`src/rtl/glay_arbiter_pkg.sv`:
```
// State encoding and sizing helpers for the kernel cache request arbiter.
package glay_arbiter_pkg;

  typedef enum logic [1:0] {
    ARB_RESET,
    ARB_IDLE,
    ARB_BURST
  } cache_arbiter_state;

  // beat_count only has to reach MAX_BURST-1, but never shrinks below one bit
  function automatic int beat_count_width(input int max_burst);
    return (max_burst > 1) ? $clog2(max_burst) : 1;
  endfunction

endpackage

```
`src/rtl/glay_req_pkg.sv`:
```
// Memory request packet shared by the kernel request producers and the cache request path.
package glay_req_pkg;

  localparam int REQ_PAYLOAD_WIDTH = 32;

  typedef struct packed {
    logic                         valid;
    logic [REQ_PAYLOAD_WIDTH-1:0] payload;
  } MemoryRequestPacket;

endpackage

```
`src/rtl/glay_round_robin_select.sv`:
```
// Combinational round-robin pick: first asserted request at or after rr_pointer, wrapping.
module glay_round_robin_select #(
  parameter int NUM_REQUESTORS = 2,
  parameter int INDEX_WIDTH    = 1
) (
  input  logic [NUM_REQUESTORS-1:0] request,
  input  logic [INDEX_WIDTH-1:0]    rr_pointer,
  output logic [NUM_REQUESTORS-1:0] winner_onehot,
  output logic [INDEX_WIDTH-1:0]    winner_index,
  output logic                      winner_valid
);

  logic [2*NUM_REQUESTORS-1:0] request_twice;
  logic [2*NUM_REQUESTORS-1:0] request_shifted;
  logic [NUM_REQUESTORS-1:0]   request_rotated;
  logic [INDEX_WIDTH:0]        index_sum;

  // Rotating a doubled vector puts rr_pointer at bit 0 so a plain priority scan works
  assign request_twice   = {request, request};
  assign request_shifted = request_twice >> rr_pointer;
  assign request_rotated = request_shifted[NUM_REQUESTORS-1:0];

  always_comb begin
    winner_valid  = 1'b0;
    winner_index  = '0;
    winner_onehot = '0;
    index_sum     = '0;
    for (int j = NUM_REQUESTORS - 1; j >= 0; j--) begin
      if (request_rotated[j]) begin
        winner_valid = 1'b1;
        index_sum    = {1'b0, rr_pointer} + (INDEX_WIDTH+1)'(j);
      end
    end
    // Compare-and-subtract wrap keeps non-power-of-two counts correct
    if (index_sum >= (INDEX_WIDTH+1)'(NUM_REQUESTORS)) begin
      index_sum = index_sum - (INDEX_WIDTH+1)'(NUM_REQUESTORS);
    end
    winner_index = index_sum[INDEX_WIDTH-1:0];
    if (winner_valid) begin
      winner_onehot = NUM_REQUESTORS'(1) << winner_index;
    end
  end

endmodule

```
`src/rtl/glay_kernel_cache_arbiter.sv`:
```
// Round-robin burst arbiter feeding the kernel cache request FIFO through a registered output.
// Optional per-requester beat counters are built when GLAY_CACHE_ARBITER_STATS_EN is defined.
module glay_kernel_cache_arbiter
  import glay_req_pkg::*, glay_arbiter_pkg::*;
#(
  parameter int NUM_REQUESTORS = 2,
  parameter int MAX_BURST      = 8,
  parameter int COUNTER_WIDTH  = 32
) (
  input  logic                      ap_clk,
  input  logic                      ap_rst_n,
  input  logic                      arbiter_enable,
  input  MemoryRequestPacket        req_in [NUM_REQUESTORS],
  output logic [NUM_REQUESTORS-1:0] req_in_ready,
  input  logic                      req_out_fifo_almost_full,
  output MemoryRequestPacket        req_out,
  output logic [NUM_REQUESTORS-1:0] grant_onehot,
  output logic                      arbiter_busy
`ifdef GLAY_CACHE_ARBITER_STATS_EN
  ,
  output logic [COUNTER_WIDTH-1:0]  grant_count [NUM_REQUESTORS]
`endif
);

  localparam int                IDX_W      = $clog2(NUM_REQUESTORS);
  localparam int                BEAT_W     = beat_count_width(MAX_BURST);
  localparam logic [BEAT_W-1:0] LAST_BEAT  = BEAT_W'(MAX_BURST - 1);
  localparam logic [IDX_W-1:0]  LAST_INDEX = IDX_W'(NUM_REQUESTORS - 1);

  cache_arbiter_state        state_reg, state_next;
  logic [NUM_REQUESTORS-1:0] grant_onehot_reg, grant_onehot_next;
  logic [IDX_W-1:0]          grant_index_reg, grant_index_next;
  logic [IDX_W-1:0]          rr_pointer_reg, rr_pointer_next;
  logic [BEAT_W-1:0]         beat_count_reg, beat_count_next;
  MemoryRequestPacket        req_out_reg, req_out_next;

  logic [NUM_REQUESTORS-1:0] req_valid;
  logic [NUM_REQUESTORS-1:0] winner_onehot;
  logic [IDX_W-1:0]          winner_index;
  logic                      winner_valid;
  logic                      forward_open;
  logic                      granted_valid;
  logic                      transfer;

  generate
    for (genvar gi = 0; gi < NUM_REQUESTORS; gi++) begin : g_req
      assign req_valid[gi]    = req_in[gi].valid;
      assign req_in_ready[gi] = forward_open & grant_onehot_reg[gi];
    end
  endgenerate

  assign forward_open  = (state_reg == ARB_BURST) && !req_out_fifo_almost_full && arbiter_enable;
  assign granted_valid = req_valid[grant_index_reg];
  assign transfer      = forward_open && granted_valid;

  glay_round_robin_select #(
    .NUM_REQUESTORS (NUM_REQUESTORS),
    .INDEX_WIDTH    (IDX_W)
  ) u_select (
    .request       (req_valid),
    .rr_pointer    (rr_pointer_reg),
    .winner_onehot (winner_onehot),
    .winner_index  (winner_index),
    .winner_valid  (winner_valid)
  );

  always_comb begin
    state_next           = state_reg;
    grant_onehot_next    = grant_onehot_reg;
    grant_index_next     = grant_index_reg;
    rr_pointer_next      = rr_pointer_reg;
    beat_count_next      = beat_count_reg;
    req_out_next.valid   = transfer;
    req_out_next.payload = transfer ? req_in[grant_index_reg].payload : req_out_reg.payload;
    case (state_reg)
      ARB_RESET: state_next = ARB_IDLE;
      ARB_IDLE: begin
        if (arbiter_enable && winner_valid) begin
          state_next        = ARB_BURST;
          grant_onehot_next = winner_onehot;
          grant_index_next  = winner_index;
          beat_count_next   = '0;
        end
      end
      ARB_BURST: begin
        if (transfer) begin
          beat_count_next = beat_count_reg + 1'b1;
        end
        // almost_full alone only stalls; the grant ends on a drop, the burst limit or disable
        if (!granted_valid || !arbiter_enable || (transfer && beat_count_reg == LAST_BEAT)) begin
          state_next        = ARB_IDLE;
          grant_onehot_next = '0;
          rr_pointer_next   = (grant_index_reg == LAST_INDEX) ? '0 : grant_index_reg + 1'b1;
        end
      end
      default: state_next = ARB_IDLE;
    endcase
  end

  always_ff @(posedge ap_clk or negedge ap_rst_n) begin
    if (!ap_rst_n) begin
      state_reg        <= ARB_RESET;
      grant_onehot_reg <= '0;
      grant_index_reg  <= '0;
      rr_pointer_reg   <= '0;
      beat_count_reg   <= '0;
      req_out_reg      <= '0;
    end else begin
      state_reg        <= state_next;
      grant_onehot_reg <= grant_onehot_next;
      grant_index_reg  <= grant_index_next;
      rr_pointer_reg   <= rr_pointer_next;
      beat_count_reg   <= beat_count_next;
      req_out_reg      <= req_out_next;
    end
  end

  assign req_out      = req_out_reg;
  assign grant_onehot = grant_onehot_reg;
  assign arbiter_busy = (state_reg == ARB_BURST);

`ifdef GLAY_CACHE_ARBITER_STATS_EN
  logic [COUNTER_WIDTH-1:0] grant_count_reg [NUM_REQUESTORS];

  generate
    for (genvar gi = 0; gi < NUM_REQUESTORS; gi++) begin : g_stats
      always_ff @(posedge ap_clk or negedge ap_rst_n) begin
        if (!ap_rst_n) begin
          grant_count_reg[gi] <= '0;
        end else if (req_in_ready[gi] && req_valid[gi] && (grant_count_reg[gi] != '1)) begin
          grant_count_reg[gi] <= grant_count_reg[gi] + 1'b1;
        end
      end
      assign grant_count[gi] = grant_count_reg[gi];
    end
  endgenerate
`else
  // statistics counters are not built in this configuration
`endif

endmodule

```
`config.mk`:
```
export PLATFORM = sky130hd
export DESIGN_NAME = glay_kernel_cache_arbiter
export DESIGN_NICKNAME = d
export VERILOG_FILES = /design/src/rtl/glay_arbiter_pkg.sv /design/src/rtl/glay_req_pkg.sv /design/src/rtl/glay_round_robin_select.sv /design/src/rtl/glay_kernel_cache_arbiter.sv
export SDC_FILE = /design/constraint.sdc
export NUM_CORES = 1
export LEC_CHECK = 0
export ABC_AREA = 1
export CORE_MARGIN = 3
export CORE_UTILIZATION = 36
export CTS_CLUSTER_DIAMETER = 50
export DETAILED_ROUTE_END_ITERATION = 12
export PLACE_DENSITY = 0.83
export SLEW_MARGIN = 20
export SYNTH_ARGS = -nofsm -noshare
export SYNTH_HDL_FRONTEND = slang
export SYNTH_SLANG_ARGS = --single-unit
```
`constraint.sdc`:
```
create_clock -name ap_clk -period 1.19 [get_ports ap_clk]
set_input_delay 0.238 -clock ap_clk [delete_from_list [all_inputs] [get_ports ap_clk]]
set_output_delay 0.238 -clock ap_clk [all_outputs]
set_load 0.005 [all_outputs]
```
==> metrics, run 1 <==
largest net degree at the start of global routing 43; Crit. End Element register; largest family of logic cells by synthesized area simple AND/OR/NAND/NOR gates; Final Max Tran Viols 0; Core Region 5642 um^2; Max Buffers Root-to-Sink 2; die height 83.12 um; R2R depth 10; fin nets 533; Site Rows 27; violated checks negative setup slack; Critical Path Source Type register; post-synthesis mux area share 0%; share of post-route cells with drive strength above 1 34.06%; chip width 83.12 um; Fin. Hold Viols 0; CP Buf/Inv Count 6; htree depth 2; I/O Pins 108; Worst Max-Slew Pin Slew 0.3828 ns; Final period util 124.2%; die area 6908 um^2; Hold Crit Class in -> async; Lkg Pwr 2.242 nW; Crit. Startpoint state_reg[1]; outcome finished, violations left; min Tclk post-route 1.478 ns; synth unique cells 21; maximum vdd drop 0.6754 mV; critical-path cell list buf_6 > inv_4 > nor2_4 > buf_6 > nand4_4 > clkinv_4 > buf_12 > buf_12 > nand2_2 > nand2_1; Syn Inst Count 303; post-layout util 74.85%; CTS tree yes; hpwl dp 4.426 mm; initial drt markers 108; final setup violation count 45; Remaining Overflow, GRT 0; max reg flops 33; vias per cell 4.612; diode count 0; WS Path Type reg -> reg; max_slew headroom 74.21%; area grow syn2layout 97.25%; Final Skew 0.006838 ns; WL final 7.337 mm; Final ANT Viol Nets 0; r2r endpoint req_out[5]; clk slew on worst S/H paths 0.07 ns; reg-to-reg slack, setup -0.29 ns; global-route wire length before repair 10.87 mm; # fillers 423; Max Cap Viol 0; syn_nets 375; critical path depth in cells 10; post-route insts no fill 533; number of synthesized register bits 42; pwr/cell area 1292 nW/um^2; Critical Path End req_out[5]; Synth Area in Adders 1.169%; FMAX 676.4 MHz; first-pass iteration count of the detailed router 4; sequential-to-total area share from yosys stat 49.09%; vias in the first global route 2,383; Compound-Gate Fraction of Synth Area 0.9351%; slowest stage delay, CP 0.41 ns; Simple-Gate Fraction of Synth Area 42.84%; family with the most delay on the worst path buffers and inverters; Buffers on Ports 107; Synth Area per Inst 7.065 um^2; number of remaining DRC errors 0; CP required 1.37 ns; total CTS buffers 5; starting density of the core 37.95%; final instance area 4223 um^2; Post-Syn Area 2141 um^2; clk root buf clkbuf_8; Post-DP Area 3420 um^2; RSZ-0062 raised after global routing true; initial antenna violation count 0; Max stage delay cell, worst path dfrtp_1; Placed Cells incl. Taps 491; Setup WS post-layout -0.2884 ns; clock latency on the worst-skew pair 0.28 ns; Critical Path AT 1.66 ns; Total GRT Usage 19.20%; Reg-to-Reg Start state_reg[1]; routed len/inst 13.77 um; CP max FO 7; xor and xnor fraction of the mapped netlist area 0%; GPL Wtd Cong 0.7585; clock sink count 42; synth warn 0; via count 2,458
## cell usage after synthesis
cell type,count,area [um^2]
ha_1,2,25.02
o21ai_0,3,15.01
nand3_1,9,45.04
nor2_2,2,12.51
inv_2,3,11.26
buf_2,4,20.02
buf_6,3,33.78
nor2_4,1,11.26
dfrtp_1,42,1051
buf_4,1,7.510
nor3_1,1,5.000
or2_1,1,6.260
nand3_2,1,10.01
a21oi_1,1,5.000
nand2_2,1,6.260
inv_1,8,30.03
clkbuf_1,5,18.77
nor2_1,4,15.01
inv_4,1,6.260
nand2_1,209,784.5
nand4_4,1,21.27
## kinds of logic after synthesis
logic type,count (synthesis)
adders and majority gates,2
DFF,42
and+or+nand+nor,230
AOI/OAI and AO/OA,4
buffers and inverters,25
## report_power, final
group          internal [W]  leakage [nW]  switching [W]
logic               0.00139          1.65        0.00116
clock network      0.000404        0.0383       0.000433
registers           0.00180         0.558       0.000267
## what timing repair did
item,CTS,global route
hold buffers,1,0
pin swaps,10,36
cloned,2,2
hold endpoints to repair,42,0
setup buffers,16,20
endpoints found under the setup margin,79,74
gates resized for setup,89,120
## tightest hold or removal path, cell delays in order
cell and delay, ns:
dlygate4sd3_1 0.52, buf_2 0.12, buf_12 0.22
## routing by layer
layer	routed length, um	vias to the layer above	track usage [%]
met5	0	-	0
met4	81	0	5.795
met3	348	10	5.258
met2	4098	79	35.86
met1	2809	1142	20.94
li1	-	1227	-
## cell usage in the layout, fill, tap and decap left out, types with 3 or more instances in the layout
cell type	n
clkbuf_8	5
nand3_2	4
nand2_2	51
dlygate4sd2_1	4
nand3_1	3
buf_4	37
buf_12	8
inv_1	6
clkdlybuf4s15_1	30
clkdlybuf4s50_1	67
buf_6	8
nor2_4	4
inv_2	4
nand2_1	144
dfrtp_1	42
nand3_4	3
nand2_4	15
buf_2	4
## stage by stage
step                      setup WS (ns)  total power (W)  setup TNS, ns  hold WS [ns]
after global placement          -0.7355         0.004027         -15.87        0.2248
after global routing            -0.3513         0.005833         -13.33        0.4664
final                           -0.2884         0.005458         -10.31        0.4427
after CTS                       -0.3377         0.004896         -11.43        0.4568
after floorplan               -0.006085         0.002855        -0.1826      -0.05759
after detailed placement        -0.7619         0.004094         -16.54        0.2300
## cell type report
cell class	count	area [um^2]	share of cell area, %
Timing Repair Buffer	164	1662	39.35
Multi-Input combinational cell	236	1291	30.58
Sequential cell	42	1051	24.89
Tap cell	72	90.09	2.133
Clock buffer	7	76.32	1.807
Inverter	12	52.55	1.244
## worst min path at each step
stage              from                 to  slack (ns)
6_report       ap_rst_n    grant_onehot[0]        0.44
2_1_floorplan  ap_rst_n  beat_count_reg[0]       -0.06
4_1_cts        ap_rst_n    grant_onehot[0]        0.46
3_3_place_gp   ap_rst_n       state_reg[0]        0.22
3_5_place_dp   ap_rst_n    grant_onehot[0]        0.23
5_1_grt        ap_rst_n    grant_onehot[0]        0.47
Power figures use the tool's default switching activity.
==> inputs of run 2 (changes only) <==
--- a/constraint.sdc
+++ b/constraint.sdc
@@ -3,2 +3,2 @@
 set_output_delay 0.238 -clock ap_clk [all_outputs]
-set_load 0.005 [all_outputs]
+set_load 0.05 [all_outputs]
==> metrics, run 2 (synthesis gave the netlist of run 1 again) <==
I/O Pins 108 (unchanged); WS Path Type reg -> out (was reg -> reg); diode count 0 (unchanged); area grow syn2layout 99.82% (was 97.25%); hpwl dp 4.746 mm (was 4.426 mm); Final Skew 0.003614 ns (was 0.006838 ns); Total GRT Usage 21.05% (was 19.20%); Lkg Pwr 2.207 nW (was 2.242 nW); Critical Path AT 1.30 ns (was 1.66 ns); clk root buf clkbuf_8 (unchanged); clock share of power 14.4% (was 15.3%); internal power 0.004286 W (was 0.003593 W); vias in the first global route 2,475 (was 2,383); RSZ-0062 raised after global routing true (unchanged); die area 6908 um^2 (unchanged); Core Region 5642 um^2 (unchanged); Site Rows 27 (unchanged); Final period util 129.5% (was 124.2%); Max stage delay cell, worst path dfrtp_1 (unchanged); fraction of power consumed by sequential logic 30.4% (was 37.8%); Remaining Overflow, GRT 0 (unchanged); Max Buffers Root-to-Sink 2 (unchanged); starting density of the core 37.95% (unchanged); min Tclk post-route 1.541 ns (was 1.478 ns); commonest non-fill, non-tap cell in the layout nand2_1 (unchanged); initial drt markers 90 (was 108); htree depth 2 (unchanged); CP max FO 2 (was 7); FMAX 648.9 MHz (was 676.4 MHz); Worst Max-Slew Pin Slew 0.2555 ns (was 0.3828 ns); Hold Crit Class in -> async (unchanged); family with the most delay on the worst path flip-flops (was buffers and inverters); combinational group share of total power 55.3% (was 46.9%); clk slew on worst S/H paths 0.08 ns (was 0.07 ns); maximum vdd drop 1.169 mV (was 0.6754 mV); number of remaining DRC errors 0 (unchanged); GPL Wtd Cong 0.7670 (was 0.7585); share of post-route cells with drive strength above 1 25.40% (was 34.06%); Setup WS post-layout -0.3511 ns (was -0.2884 ns); Fin. Hold Viols 0 (unchanged); CP required 0.95 ns (was 1.37 ns); pwr/cell area 1706 nW/um^2 (was 1292 nW/um^2); vias per cell 4.587 (was 4.612); DP Worst Slack -0.4621 ns (was -0.7619 ns); final setup violation count 45 (unchanged); final hold slack 0.4537 ns (was 0.4427 ns); most frequent cells in the layout nand2_1 (201), clkdlybuf4s50_1 (67), buf_12 (43), dfrtp_1 (41), buf_4 (18) (was nand2_1 (144), clkdlybuf4s50_1 (67), nand2_2 (51), dfrtp_1 (42), buf_4 (37)); clock latency on the worst-skew pair 0.28 ns (about the same); first-pass iteration count of the detailed router 4 (unchanged); violated checks negative setup slack (unchanged); most used cell along the critical path inv_2; WL final 6.969 mm (was 7.337 mm); die height 83.12 um (unchanged); CP Buf/Inv Count 3 (was 6); slowest stage delay, CP 0.40 ns (was 0.41 ns); Max Cap Viol 0 (unchanged); largest net degree at the start of global routing 43 (unchanged); Buffers on Ports 107 (unchanged); Final ANT Viol Nets 0 (unchanged); Final Max Tran Viols 0 (unchanged); # fillers 375 (was 423); Critical Path Source Type register (unchanged); initial antenna violation count 0 (unchanged); outcome finished, violations left (unchanged); global-route wire length before repair 11.81 mm (was 10.87 mm); CTS tree yes (unchanged); max_slew headroom 82.79% (was 74.21%); Crit. End Element output port (was register); routed len/inst 13.58 um (was 13.77 um); via count 2,353 (was 2,458); chip width 83.12 um (unchanged); max reg flops 33 (unchanged); fin nets 512 (was 533); Sw Ratio 41.28% (was 34.17%); total CTS buffers 5 (unchanged); Net Switching 0.003013 W (was 0.001865 W); clock sink count 42 (unchanged); critical-path cell list inv_2 > nand2_2 > nor3_2 > inv_2 > nor2_4 > buf_12 (was buf_6 > inv_4 > nor2_4 > buf_6 > nand4_4 > clkinv_4 > buf_12 > buf_12 > nand2_2 > nand2_1)
-- run 2: cell count changes in the layout (fill, tap and decap cells not counted), moves of 3 or more --
cell	previous run	this run
nand2_2	51	7
dlygate4sd2_1	4	1
buf_2	4	1
nand2_1	144	201
buf_4	37	18
clkdlybuf4s15_1	30	0
nand2_4	15	2
clkbuf_8	5	8
bufbuf_16	0	3
buf_12	8	43
-- run 2: path summary, 6_finish.rpt --
check | start | cells after the start | slack [ns] | to
worst min-delay path | ap_rst_n | 3 | 0.45 | grant_onehot[0]
worst max-delay path | state_reg[0] | 6 | -0.35 | req_in_ready[0]
worst max register to register | state_reg[0] | 8 | -0.34 | req_out[19]
max in group asynchronous | ap_rst_n | 3 | 0.53 | grant_onehot[1]
min in group ap_clk | beat_count_reg[2] | 2 | 0.52 | beat_count_reg[2]
worst min register to register | beat_count_reg[2] | 2 | 0.52 | beat_count_reg[2]
-- run 2: per-layer routing --
metal / share of wire [%] / vias to the layer above / global-route usage [%] / routed length (um)
li1: - / 1188 / - / -
met1: 37 / 1066 / 23.07 / 2544
met2: 54 / 87 / 38.99 / 3789
met3: 7.1 / 12 / 6.151 / 497
met4: 2.0 / 0 / 6.092 / 138
met5: 0 / - / 0 / 0
-- run 2: per-stage QoR --
stage	total power [W]	util, %	instances	area [um^2]	setup TNS [ns]
3_5_place_dp	0.006161	66.89	486	3774	-16.27
3_3_place_gp	0.006079	66.89	486	3774	-15.10
2_1_floorplan	0.004012	-	303	2152	-8.321
6_report	0.007299	75.83	513	4278	-11.29
4_1_cts	0.007309	74.74	510	4217	-11.29
5_1_grt	0.007669	75.83	513	4278	-15.49
-- run 2: area by class of cell --
class | count | area [um^2] | area share (%)
clock buffers | 8 | 110.1 | 2.574
inverters | 12 | 50.05 | 1.170
multi-input cells | 236 | 1054 | 24.63
flip-flops and latches | 42 | 1052 | 24.60
well taps | 72 | 90.09 | 2.106
repair buffers | 143 | 1922 | 44.93
-- run 2: repair_timing --
item,4_1_cts,5_1_grt
buffers inserted,10,3
cloned,5,0
endpoints found under the setup margin,43,45
hold endpoints to repair,42,0
pin swaps,5,5
gates resized for setup,30,12
hold buffers,1,0
-- run 2: tightest hold or removal path, cell delays in order --
cell and delay [ns]:
dlygate4sd3_1 0.52, buf_2 0.12, buf_12 0.23
-- run 2: power groups by stage --
stage / Sequential, W / Clock [W] / Combinational (W)
6_report: 0.00222 / 0.00105 / 0.00403
5_1_grt: 0.00227 / 0.00114 / 0.00427
4_1_cts: 0.00221 / 0.00108 / 0.00402
3_5_place_dp: 0.00223 / 0 / 0.00393
3_3_place_gp: 0.00221 / 0 / 0.00387
2_1_floorplan: 0.00318 / 0 / 0.000833
